**src/rtl/regfile_write_arbiter.sv**
```systemverilog
// Round-robin arbiter sharing the single register-file write port among NUM_REQ requesters.
// Optional macro REGFILE_ARB_STATS_EN adds a saturating conflict_count output.
module regfile_write_arbiter #(
    parameter int NUM_REQ    = 4,
    parameter int DATA_WIDTH = 32,
    parameter int ADDR_WIDTH = 5
) (
    input  logic                             clk,
    input  logic                             clr,
    input  logic [NUM_REQ-1:0]               req_valid,
    input  logic [NUM_REQ*ADDR_WIDTH-1:0]    req_addr,
    input  logic [NUM_REQ*DATA_WIDTH-1:0]    req_data,
    output logic [NUM_REQ-1:0]               req_ready,
    input  logic                             hold,
    output logic                             wr_en,
    output logic [ADDR_WIDTH-1:0]            wr_addr,
    output logic [DATA_WIDTH-1:0]            wr_data,
`ifdef REGFILE_ARB_STATS_EN
    output logic [15:0]                      conflict_count,
`endif
    output logic                             busy
);

    localparam int PTR_W = (NUM_REQ > 1) ? $clog2(NUM_REQ) : 1;

    logic [ADDR_WIDTH-1:0] addr_arr [NUM_REQ];
    logic [DATA_WIDTH-1:0] data_arr [NUM_REQ];

    genvar gi;
    generate
        for (gi = 0; gi < NUM_REQ; gi++) begin : g_unpack
            assign addr_arr[gi] = req_addr[gi*ADDR_WIDTH +: ADDR_WIDTH];
            assign data_arr[gi] = req_data[gi*DATA_WIDTH +: DATA_WIDTH];
        end
    endgenerate

    logic [PTR_W-1:0]      rr_ptr_q, rr_ptr_d;
    logic                  wr_en_q, wr_en_d;
    logic [ADDR_WIDTH-1:0] wr_addr_q, wr_addr_d;
    logic [DATA_WIDTH-1:0] wr_data_q, wr_data_d;

    logic [NUM_REQ-1:0]    grant_oh;
    logic [PTR_W-1:0]      grant_idx;
    logic                  grant_vld;

    // Search from rr_ptr upward with wrap; reset and hold suppress every grant.
    always_comb begin
        int idx;
        idx       = 0;
        grant_oh  = '0;
        grant_idx = '0;
        grant_vld = 1'b0;
        if (!clr && !hold) begin
            for (int k = 0; k < NUM_REQ; k++) begin
                idx = (int'(rr_ptr_q) + k) % NUM_REQ;
                if (!grant_vld && req_valid[idx]) begin
                    grant_vld     = 1'b1;
                    grant_idx     = PTR_W'(idx);
                    grant_oh[idx] = 1'b1;
                end
            end
        end
    end

    always_comb begin
        rr_ptr_d  = rr_ptr_q;
        wr_en_d   = 1'b0;
        wr_addr_d = wr_addr_q;
        wr_data_d = wr_data_q;
        if (grant_vld) begin
            rr_ptr_d = (grant_idx == PTR_W'(NUM_REQ - 1)) ? '0 : grant_idx + 1'b1;
            // Register 0 is hardwired: the request is consumed but never written.
            if (addr_arr[grant_idx] != '0) begin
                wr_en_d   = 1'b1;
                wr_addr_d = addr_arr[grant_idx];
                wr_data_d = data_arr[grant_idx];
            end
        end
    end

    always_ff @(posedge clk) begin
        if (clr) begin
            rr_ptr_q  <= '0;
            wr_en_q   <= 1'b0;
            wr_addr_q <= '0;
            wr_data_q <= '0;
        end else begin
            rr_ptr_q  <= rr_ptr_d;
            wr_en_q   <= wr_en_d;
            wr_addr_q <= wr_addr_d;
            wr_data_q <= wr_data_d;
        end
    end

    assign req_ready = grant_oh;
    assign wr_en     = wr_en_q;
    assign wr_addr   = wr_addr_q;
    assign wr_data   = wr_data_q;
    assign busy      = (|req_valid) & (hold | clr);

`ifdef REGFILE_ARB_STATS_EN
    logic [15:0] conflict_count_q, conflict_count_d;

    always_comb begin
        conflict_count_d = conflict_count_q;
        if (!hold && ($countones(req_valid) > 1) && (conflict_count_q != 16'hFFFF))
            conflict_count_d = conflict_count_q + 16'd1;
    end

    always_ff @(posedge clk) begin
        if (clr)
            conflict_count_q <= '0;
        else
            conflict_count_q <= conflict_count_d;
    end

    assign conflict_count = conflict_count_q;
`endif

endmodule

```
**config.mk**
```make
export PLATFORM = sky130hd
export DESIGN_NAME = regfile_write_arbiter
export DESIGN_NICKNAME = d
export VERILOG_FILES = /design/src/rtl/regfile_write_arbiter.sv
export SDC_FILE = /design/constraint.sdc
export NUM_CORES = 1
export LEC_CHECK = 0
export ABC_AREA = 1
export CORE_ASPECT_RATIO = 1.25
export CORE_MARGIN = 2
export CORE_UTILIZATION = 43
export DETAILED_ROUTE_END_ITERATION = 8
export PLACE_DENSITY = 0.95
export SLEW_MARGIN = 0
export SYNTH_ARGS = -nofsm -noshare
export SYNTH_HDL_FRONTEND = slang
export SYNTH_SLANG_ARGS = --single-unit
export TNS_END_PERCENT = 20
```
**constraint.sdc**
```tcl
create_clock -name clk -period 6.4 [get_ports clk]
set_input_delay 1.28 -clock clk [delete_from_list [all_inputs] [get_ports clk]]
set_output_delay 1.28 -clock clk [all_outputs]
set_load 0.1 [all_outputs]
```
Word-level counts from Yosys, hierarchy flattened
Index checks and enable logic that the tools add are counted.

storage, ports and cells
  flip-flop bits (word level) = 40
  bits of input ports = 155
  output and inout bits = 43
  logic and storage cells = 96

cells by class
  add/sub/neg operators = 4
  $lt $le $gt $ge = 9
  eq/ne operators = 1
  multiplexer cells = 48
  bitwise logic cells = 10
  reduce and logical (&&, ||, !) cells = 20

operators by type and width
  operator                                                                             number
  32-bit binary-select mux with 2-bit select                                           1
  32-bit 2-to-1 mux                                                                    2
  4-bit 2-to-1 mux                                                                     8
  1-bit 2-to-1 mux                                                                     20
  3-bit by 4-bit < comparator with 1-bit output, second input constant                 3
  2-bit 2-to-1 mux                                                                     6
  4-bit OR                                                                             3
  5-bit binary-select mux with 2-bit select                                            1
  5-bit 2-to-1 mux                                                                     2
  3-bit by 1-bit greater-or-equal comparator with 1-bit output, second input constant  3
  1-bit binary-select mux with 2-bit select                                            4
  1-bit demux with 2-bit select                                                        4
  1-bit logical AND                                                                    8
  2-bit OR reduction                                                                   4
  1-bit zero test                                                                      5
  5-bit nonzero test                                                                   1
  2-bit by 1-bit adder with 2-bit output, second input constant                        2
  2-bit adder, second input constant                                                   2
  4-bit OR reduction                                                                   1
  1-bit bitwise AND, first input constant                                              3
  3-bit greater-or-equal comparator, second input constant                             1
  2-bit by 3-bit < comparator with 1-bit output, second input constant                 1
  2-bit inverter with 3-bit output                                                     1
  2-bit == test, second input constant                                                 1
  5 further kinds                                                                      5

Depth between registers and ports, before layout
Gate-level depths: netlist of run 1.

  word-level depth = 23
  depth in mapped cells = 21
  mapped depth without buffers = 19

Worst setup path before layout of run 1
Ideal clock, no wire load.

  kind = input to output
  from = input port clr
  to = output port busy
  arrival time = 2817 ps
  data required time = 5120 ps
  path slack = 2303 ps
  cell stages on the path = 3
  path buffers = 1
  cell sequence = nor2_2 clkbuf_1 nor2_1

between the ends
  cells in the longest elaborated chain, start to end = 2

RTL lines
  what                RTL line  source
  start: declaration  9         input logic clr,
  1-bit OR            99        assign busy = (|req_valid) & (hold | clr);
  1-bit bitwise AND   99
  end: declaration    21        output logic busy

No other way between the ends.

Final worst setup path of run 1
  from = input port req_valid[1]
  to = output port req_ready[1]

between the ends
  cells in the longest elaborated chain, start to end = 16

RTL lines
  what                                       RTL line  source
  start: declaration                         10        input logic [NUM_REQ-1:0] req_valid,
  1-bit binary-select mux with 2-bit select  56        if (!grant_vld && req_valid[idx]) begin
  1-bit 2-to-1 mux (not written as such)     56
  1-bit 2-to-1 mux                           56
  1-bit 2-to-1 mux                           53        if (!clr && !hold) begin
  1-bit zero test                            56
  1-bit logical AND                          56
  1-bit 2-to-1 mux                           56
  1-bit 2-to-1 mux                           53
  1-bit zero test                            56
  1-bit logical AND                          56
  1-bit 2-to-1 mux                           56
  1-bit 2-to-1 mux                           53
  1-bit zero test                            56
  1-bit logical AND                          56
  4-bit 2-to-1 mux (*)                       56
  4-bit 2-to-1 mux (*)                       53
  end: declaration                           13        output logic [NUM_REQ-1:0] req_ready,

Every way passes the cells marked *; elsewhere a longest branch is shown, timed or not. The select of a mux whose other input is x is not followed.

==> results, run 1 <==
- The run finished with clean final reports.
- The portion of total power attributed to sequential cells is 0.231.
- The cell count after synthesis came out at between 600 and 700.
- Of the synthesized area, sequential elements account for 0.217.
- For the pin with the worst max-slew slack, the measured transition is ~1.1 ns.
- For the worst-skew pair, the clock arrives at the later sink with an insertion delay of approximately 0.30 ns.
- The tool flagged a number of max-cap violations equal to 0.
- The cell total after placement is 868.
- The count of distinct cell types in the synthesized netlist is 31.
- between 150 and 200 I/O pins were placed.
- The clock share of power is 0.169.
- The total power density per cell area is between 200 and 250 mW/mm².
- The worst hold path belongs to the class flop to flop.
- The total setup buffers inserted after CTS is 0.
- A synthesized cell averages approximately 6.0 µm².
- The headroom to the max-slew limit is 0.248.
- The Yosys step of the flow raised 0 warnings.
- After the flow finishes, the layout carries non-filler instances totaling 876.
- The longest clock path from root to sink contains 2 buffers.
- The iteration-0 DRC count of the detailed router is 146.
- For this run, global-route usage on met3 was measured as 0.0514.
- The hold violation total from the final report is 0.
- The die area is between 0.009 and 0.01 mm².
- The first global-routing pass estimated 18800 µm of wire.
- The pin count of the biggest net entering global routing is between 80 and 90.
- In the global route stage, overall resource usage came out at 0.251.
- Across the routed clock network, the largest skew measured is about 0.0091 ns.
- In this run the number of H-tree levels came out at 2.
- The number of antenna violations at the first check in global routing is 0.
- At the end of routability-driven placement, the weighted congestion stood at roughly 0.94.
- The synthesized design contains 40 register bits.
- Of the cells placed in the final design, the portion with a size suffix greater than 1 is 0.0565.
- In the routed design, unresolved DRC markers number 0.
- The critical path data required time is 5.12 ns.
- By startpoint and endpoint, the worst setup path is classified as primary input to output pin.
- The cell-internal power is about 0.66 mW.
- TritonCTS built the clock tree.
- 0 antenna diodes ended up in the layout.
- The via density per instance is 5.01.
- The launching element type of the critical path is a primary input.
- The number of global-route vias before repair was between 4000 and 5000.
- The clock transition time at the flip-flop clock pins of the worst setup and hold paths is roughly 0.09 ns.
- CTS saw 40 sinks.
- The quantity of I/O buffers inserted on ports is 197.
- The core region is between 0.008 and 0.009 mm².
- The initial utilization of the core area, before any placement, comes to 0.445.
- For met2 alone, demand over resource in global routing was 0.460.
- The count of nets left with antenna violations once routing finished came out at 0.
- Setup total negative slack on the finished layout was measured at 0 ns.
- met2 is the most crowded layer.
- The post-cts hold buffer count is 0.
- VDD sags by at most ~0.093 mV.
- The leakage power summed over all cells is about 2.7 nW.
- The sum of routed wire length over all layers is 11800 µm.
- Of the total power, the share spent switching nets is 0.482.
- The number of resized instances in the post-cts repair step is 0.
- The mapped cell area is between 0.003 and 0.004 mm².
- The first-pass detailed-route iteration total is 4.
- Setup repair after global routing left no endpoint under its margin.
- The worst setup path is captured at an output pin.
- The routed layout has 4385 vias.
- The root buffer cell is sky130_fd_sc_hd__clkbuf_8.
- The final-report setup violation count is 0.
- The fraction of power consumed by combinational cells is 0.599.
- The net switching power of the design is approximately 0.61 mW.
- Dividing the detail-routed wire length by the instance count gives about 13 µm.
- TritonCTS created 5 clock buffers.
- The fraction of the cycle the final worst path needs is 0.827.
- The net count of the finished layout is roughly 940.
- The smallest clock period supported by the final layout is computed as around 5.3 ns.
- The highest clock frequency the design can meet is between 0.15 and 0.2 GHz.
- The final count of pins violating max slew is 0.
- Compared with the post-synthesis result, the final layout area differs by 54.5%.
- The met1 track utilization from global routing is 0.274.
- In this run the worst path has a maximum fanout of 5.
- Fill cells in the final layout number ~670.
- At the worst endpoint, the arrival time is approximately 4.0 ns.
- The HPWL after detailed placement is a little over 9000 µm.
- The total congestion overflow is 0.
- The die span in x is ~87 µm.
- The floorplan has 37 rows.
- The net count of the mapped netlist is around 770.
- The chip height is 108 µm.
[logic make-up (layout without fill, tap and decap cells)]
family / after synthesis / in the layout / synth area share
and+or+nand+nor: 308 / 308 / 0.400
buffers and inverters: 139 / 308 / 0.168
AOI/OAI and AO/OA: 114 / 114 / 0.185
DFF: 40 / 40 / 0.217
adders and majority gates: 8 / 8 / 0.0271
xor gates and xnor gates: 1 / 1 / 0.00237
[registers in the layout (all words and copies together) (netlist names)]
name / count
rr_ptr_q: 2
wr_addr: 5
wr_data: 32
wr_en: 1
[cell usage in the layout, fill, tap and decap left out, types with 16 or more instances in the layout]
| cell type | netlist | layout |
|---|---|---|
| sky130_fd_sc_hd__nor2_1 | 77 | 76 |
| sky130_fd_sc_hd__dfxtp_1 | 40 | 40 |
| sky130_fd_sc_hd__nand3_1 | 16 | 16 |
| sky130_fd_sc_hd__inv_1 | 95 | 95 |
| sky130_fd_sc_hd__o21ai_0 | 41 | 41 |
| sky130_fd_sc_hd__clkdlybuf4s50_1 | 0 | 197 |
| sky130_fd_sc_hd__o21ai_1 | 29 | 29 |
| sky130_fd_sc_hd__nand3b_1 | 32 | 32 |
| sky130_fd_sc_hd__nand2_1 | 146 | 146 |
| sky130_fd_sc_hd__o211ai_1 | 32 | 32 |
[routing by layer]
| layer | vias up | wire, µm |
|---|---|---|
| met5 | - | 0 |
| met4 | 0 | 432 |
| met3 | 36 | 804 |
| met1 | 1917 | 4460 |
| li1 | 2267 | - |
| met2 | 165 | 6070 |
[power by group through the flow]
stage	clock network [mW]	logic, mW	registers [mW]
2_1_floorplan	0	0.403	0.456
3_3_place_gp	0	0.739	0.298
3_5_place_dp	0	0.761	0.301
4_1_cts	0.220	0.763	0.295
5_1_grt	0.230	0.832	0.299
6_report	0.216	0.765	0.295
[critical path: stages]
cell                              delay [ns]
sky130_fd_sc_hd__clkdlybuf4s50_1        0.54
sky130_fd_sc_hd__nand2_2                0.11
sky130_fd_sc_hd__nand2_4                0.14
sky130_fd_sc_hd__nand2_1                0.06
sky130_fd_sc_hd__nand2_1                0.15
sky130_fd_sc_hd__nand3_4                0.11
sky130_fd_sc_hd__o22ai_1                0.15
sky130_fd_sc_hd__a21oi_1                0.07
sky130_fd_sc_hd__o21ai_0                0.12
sky130_fd_sc_hd__nand2_1                0.08
sky130_fd_sc_hd__inv_1                  0.07
sky130_fd_sc_hd__clkdlybuf4s50_1        1.12
[path summary, 6_finish.rpt]
kind,slack (ns),to,cells past startpoint,start
max,1.10,req_ready[1],12,req_valid[1]
min,0.49,wr_data[16],2,wr_data[16]
max reg2reg,2.14,wr_data[30],16,rr_ptr_q[0]
min reg2reg,0.49,wr_data[16],2,wr_data[16]
[metrics by stage]
step / total power [mW] / util / hold slack [ns] / worst slack, ns / area [µm²]
finish: 1.28 / 0.688 / 0.488 / 1.10 / 5700
floorplan: 0.859 / - / 0.775 / 2.30 / 3690
CTS: 1.28 / 0.688 / 0.488 / 1.18 / 5700
global placement: 1.04 / 0.674 / 0.462 / 1.33 / 5590
detailed placement: 1.06 / 0.674 / 0.472 / 1.18 / 5590
global route: 1.36 / 0.688 / 0.511 / 0.903 / 5700
[synth_stat cells (all sizes together)]
master | count | area [µm²]
nor4 | 1 | 6.26
nand3b | 32 | 240
nand4 | 13 | 96.3
o22ai | 4 | 25.0
inv | 100 | 388
o211ai | 32 | 240
nand2 | 160 | 666
ha | 8 | 100
clkbuf | 15 | 56.3
o21ai | 70 | 350
a21oi | 7 | 57.6
xor2 | 1 | 8.76
nor2 | 80 | 322
buf | 24 | 174
nand3 | 22 | 148
dfxtp | 40 | 801
o21bai | 1 | 11.3
[final cells by class]
class / instances / area (µm²) / share of cell area
Timing Repair Buffer: 200 / 1990 / 0.350
Tap cell: 97 / 121 / 0.0213
Multi-Input combinational cell: 431 / 2280 / 0.400
Inverter: 100 / 388 / 0.0680
Clock buffer: 5 / 68.8 / 0.0121
Sequential cell: 40 / 801 / 0.140
Clock inverter: 3 / 46.3 / 0.00812
No activity file was read; power rests on OpenSTA's default activity.
==> run 2, diff against run 1 <==
--- a/config.mk
+++ b/config.mk
@@ -8,9 +8,9 @@
 export ABC_AREA = 1
 export CORE_ASPECT_RATIO = 1.25
 export CORE_MARGIN = 2
-export CORE_UTILIZATION = 43
+export CORE_UTILIZATION = 36
 export DETAILED_ROUTE_END_ITERATION = 8
-export PLACE_DENSITY = 0.95
+export PLACE_DENSITY = 0.86
 export SLEW_MARGIN = 0
 export SYNTH_ARGS = -nofsm -noshare
 export SYNTH_HDL_FRONTEND = slang
==> constraint.sdc (replaced) <==
create_clock -name clk -period 4.3 [get_ports clk]
set_input_delay 0.86 -clock clk [delete_from_list [all_inputs] [get_ports clk]]
set_output_delay 0.86 -clock clk [all_outputs]
set_load 0.1 [all_outputs]
==> results, run 2 (synthesis results as in run 1) <==
- The total congestion overflow is 0 (unchanged).
- The count of antenna diodes in the layout is 0 (unchanged).
- The fraction of the cycle the final worst path needs is 0.807.
- The all-layer global routing usage was 0.196 (-0.0549).
- The post-route clock skew is 0.00871 ns (-0.000390 ns).
- The hold-critical path depth came to 2 (unchanged).
- The logic depth of the worst register-to-register path came to 18 (+2).
- The quantity of I/O buffers inserted on ports is 197 (unchanged).
- The final design instance area without fill is 0.00583 mm² (+2.2%).
- The number of clock buffers inserted by TritonCTS came to 5 (unchanged).
- The chip height is 117 µm (+8.9%).
- The worst hold path belongs to the class flop to flop.
- The final RePlAce weighted congestion is 0.828 (-12%).
- The final count of pins violating max slew came to 0 (unchanged).
- The final total negative setup slack is 0 ns (unchanged).
- The routed via count is 4222 (-3.7%).
- The final-report setup violation count came to 0 (unchanged).
- The highest clock frequency the design can meet is between 0.2 and 0.3 GHz.
- The leakage power summed over all cells came to 2.75 nW (+2.2%).
- The DRC violations left is 0 (unchanged).
- For hold timing, the worst endpoint is wr_data[5].
- The worst hold path begins at wr_data[5].
- The pin count of the biggest net entering global routing was 93 (+11%).
- The total setup buffers inserted after CTS came to 0 (unchanged).
- The maximum net fanout on the critical path is 13 (+8).
- The total clock sinks came to 40 (unchanged).
- The clock transition time at the flip-flop clock pins of the worst setup and hold paths is 0.06 ns (-0.03 ns).
- The wire length of the first global-routing pass was 17500 µm (-7.3%).
- The beginning of the worst register-to-register path is rr_ptr_q[0].
- The max-cap check violation count is 0 (unchanged).
- The kind of critical path is flop to output pin.
- The transition at the pin with the smallest max-transition slack is 1.02 ns (-0.104 ns).
- The I/O pin count is 198 (unchanged).
- The net count of the finished layout is 945 (+0.43%).
- The routed wire length per instance came to 12.3 µm (-8.7%).
- The total power density per cell area is 343 mW/mm² (+53%).
- The sum of routed wire length over all layers is 11200 µm (-4.9%).
- The iteration-0 DRC count of the detailed router is 142 (-2.7%).
- The hold violation total from the final report was 0 (unchanged).
- The HPWL after detailed placement is 8690 µm (-6.8%).
- The flow ran to the end, and the final reports show no timing, DRC or antenna violations.
- The worst reg-to-reg setup slack is 0.91 ns (-1.23 ns).
- The flip-flop count of the largest register, all copies and words added is 32 (unchanged).
- The worst register-to-register path ends at wr_data[21].
- The total placed instance area was 0.00566 mm² (+1.3%).
- TritonCTS built the clock tree.
- The worst-case vdd ir drop is 0.182 mV (+95%).
- The die span in x was 94.6 µm (+8.9%).
- The clock period could shrink to 3.47 ns.
- The worst setup path is launched from a flop.
- The number of antenna violations at the first check in global routing is 0 (unchanged).
- Leaving out fill and tap cells, the most frequent cells in the layout are 192 x sky130_fd_sc_hd__clkdlybuf4s50_1, 146 x sky130_fd_sc_hd__nand2_1, 95 x sky130_fd_sc_hd__inv_1.
- The headroom to the max-slew limit was 0.315 (+0.0679).
- The number of resized instances in the post-cts repair step is 0 (unchanged).
- The number of levels the H-tree was split into is 2 (unchanged).
- The post-cts hold buffer count was 0 (unchanged).
- Setup repair after global routing left no endpoint under its margin.
- The initial cell density of the core came to 0.367 (-0.0783).
- The tree is rooted in a sky130_fd_sc_hd__clkbuf_16.
- The commonest non-fill, non-tap cell in the layout is sky130_fd_sc_hd__clkdlybuf4s50_1.
- The core region area is 0.0101 mm² (+21%).
- The remaining antenna violation count after routing is 0 (unchanged).
- The maximum count of clock buffers along a single path came to 2 (unchanged).
- The layout cell share with drive strength beyond 1 is 0.0677 (+0.0112).
- The latest clock arrival within the worst-skew pair is 0.28 ns (-0.02 ns).
- The data arrival at the endpoint of the critical path came to 2.61 ns (-1.41 ns).
- The die area is 0.0111 mm² (+19%).
- The area growth from synthesis to layout is 57.9%.
- The first-pass detailed-route iteration total is 4 (unchanged).
- The kind of capture point of the worst setup path is an output pin.
- The critical path data required time is 3.44 ns (-1.68 ns).
- The row count is 41 (+11%).
- The via density per instance was 4.63 (-7.5%).
- The number of global-route vias before repair is 3820 (-7.7%).
[run 2: how the worst max path moves through the flow]
stage / slack, ns / to / startpoint / cells after the start
3_5_place_dp: 0.63 / wr_data[21] / req_valid[0] / 17
6_report: 0.83 / req_ready[1] / rr_ptr_q[0] / 12
2_1_floorplan: 1.04 / busy / clr / 3
3_3_place_gp: 0.77 / wr_data[22] / req_valid[0] / 16
4_1_cts: 0.83 / req_ready[1] / rr_ptr_q[0] / 12
5_1_grt: 0.59 / wr_data[23] / rr_ptr_q[0] / 18
[run 2: metal layers]
layer,part of all wire,vias up,track usage
li1,-,2276,-
met1,0.40,1798,0.226
met2,0.52,139,0.364
met3,0.069,9,0.0442
met4,0.012,0,0.0502
met5,0,-,0
[run 2: cell type report]
type | count | area (µm²)
well taps | 129 | 161
multi-input cells | 431 | 2280
fillers | 980 | 4230
clock buffers | 5 | 125
clock inverters | 3 | 46.3
repair buffers | 204 | 2020
inverters | 100 | 388
flip-flops and latches | 40 | 801
[run 2: report_power, final]
group / switching (mW) / internal [mW] / total (mW)
sequential: 0.0312 / 0.408 / 0.439
clock: 0.156 / 0.276 / 0.432
combinational: 0.723 / 0.405 / 1.13
[run 2: metrics by stage]
stage	hold WS (ns)	setup slack, ns	std cells	utilization	power, mW
after detailed placement	0.474	0.626	904	0.562	1.58
after floorplan	0.775	1.04	610	-	1.28
after global routing	0.496	0.591	912	0.580	2.13
after global placement	0.459	0.770	904	0.562	1.56
after CTS	0.488	0.832	912	0.580	2.01
final	0.483	0.829	912	0.580	2.00
[run 2: critical path, stage by stage, from the launching register on]
cell                      delay (ns)
sky130_fd_sc_hd__dfxtp_1        0.72
sky130_fd_sc_hd__inv_8          0.11
sky130_fd_sc_hd__ha_1           0.38
sky130_fd_sc_hd__inv_1          0.11
sky130_fd_sc_hd__nand3_2        0.10
sky130_fd_sc_hd__nand2_4        0.12
sky130_fd_sc_hd__nand3_4        0.11
sky130_fd_sc_hd__o22ai_1        0.12
sky130_fd_sc_hd__a21oi_1        0.06
sky130_fd_sc_hd__o21ai_0        0.07
sky130_fd_sc_hd__nand2_1        0.06
sky130_fd_sc_hd__inv_1          0.08
sky130_fd_sc_hd__buf_4          0.28
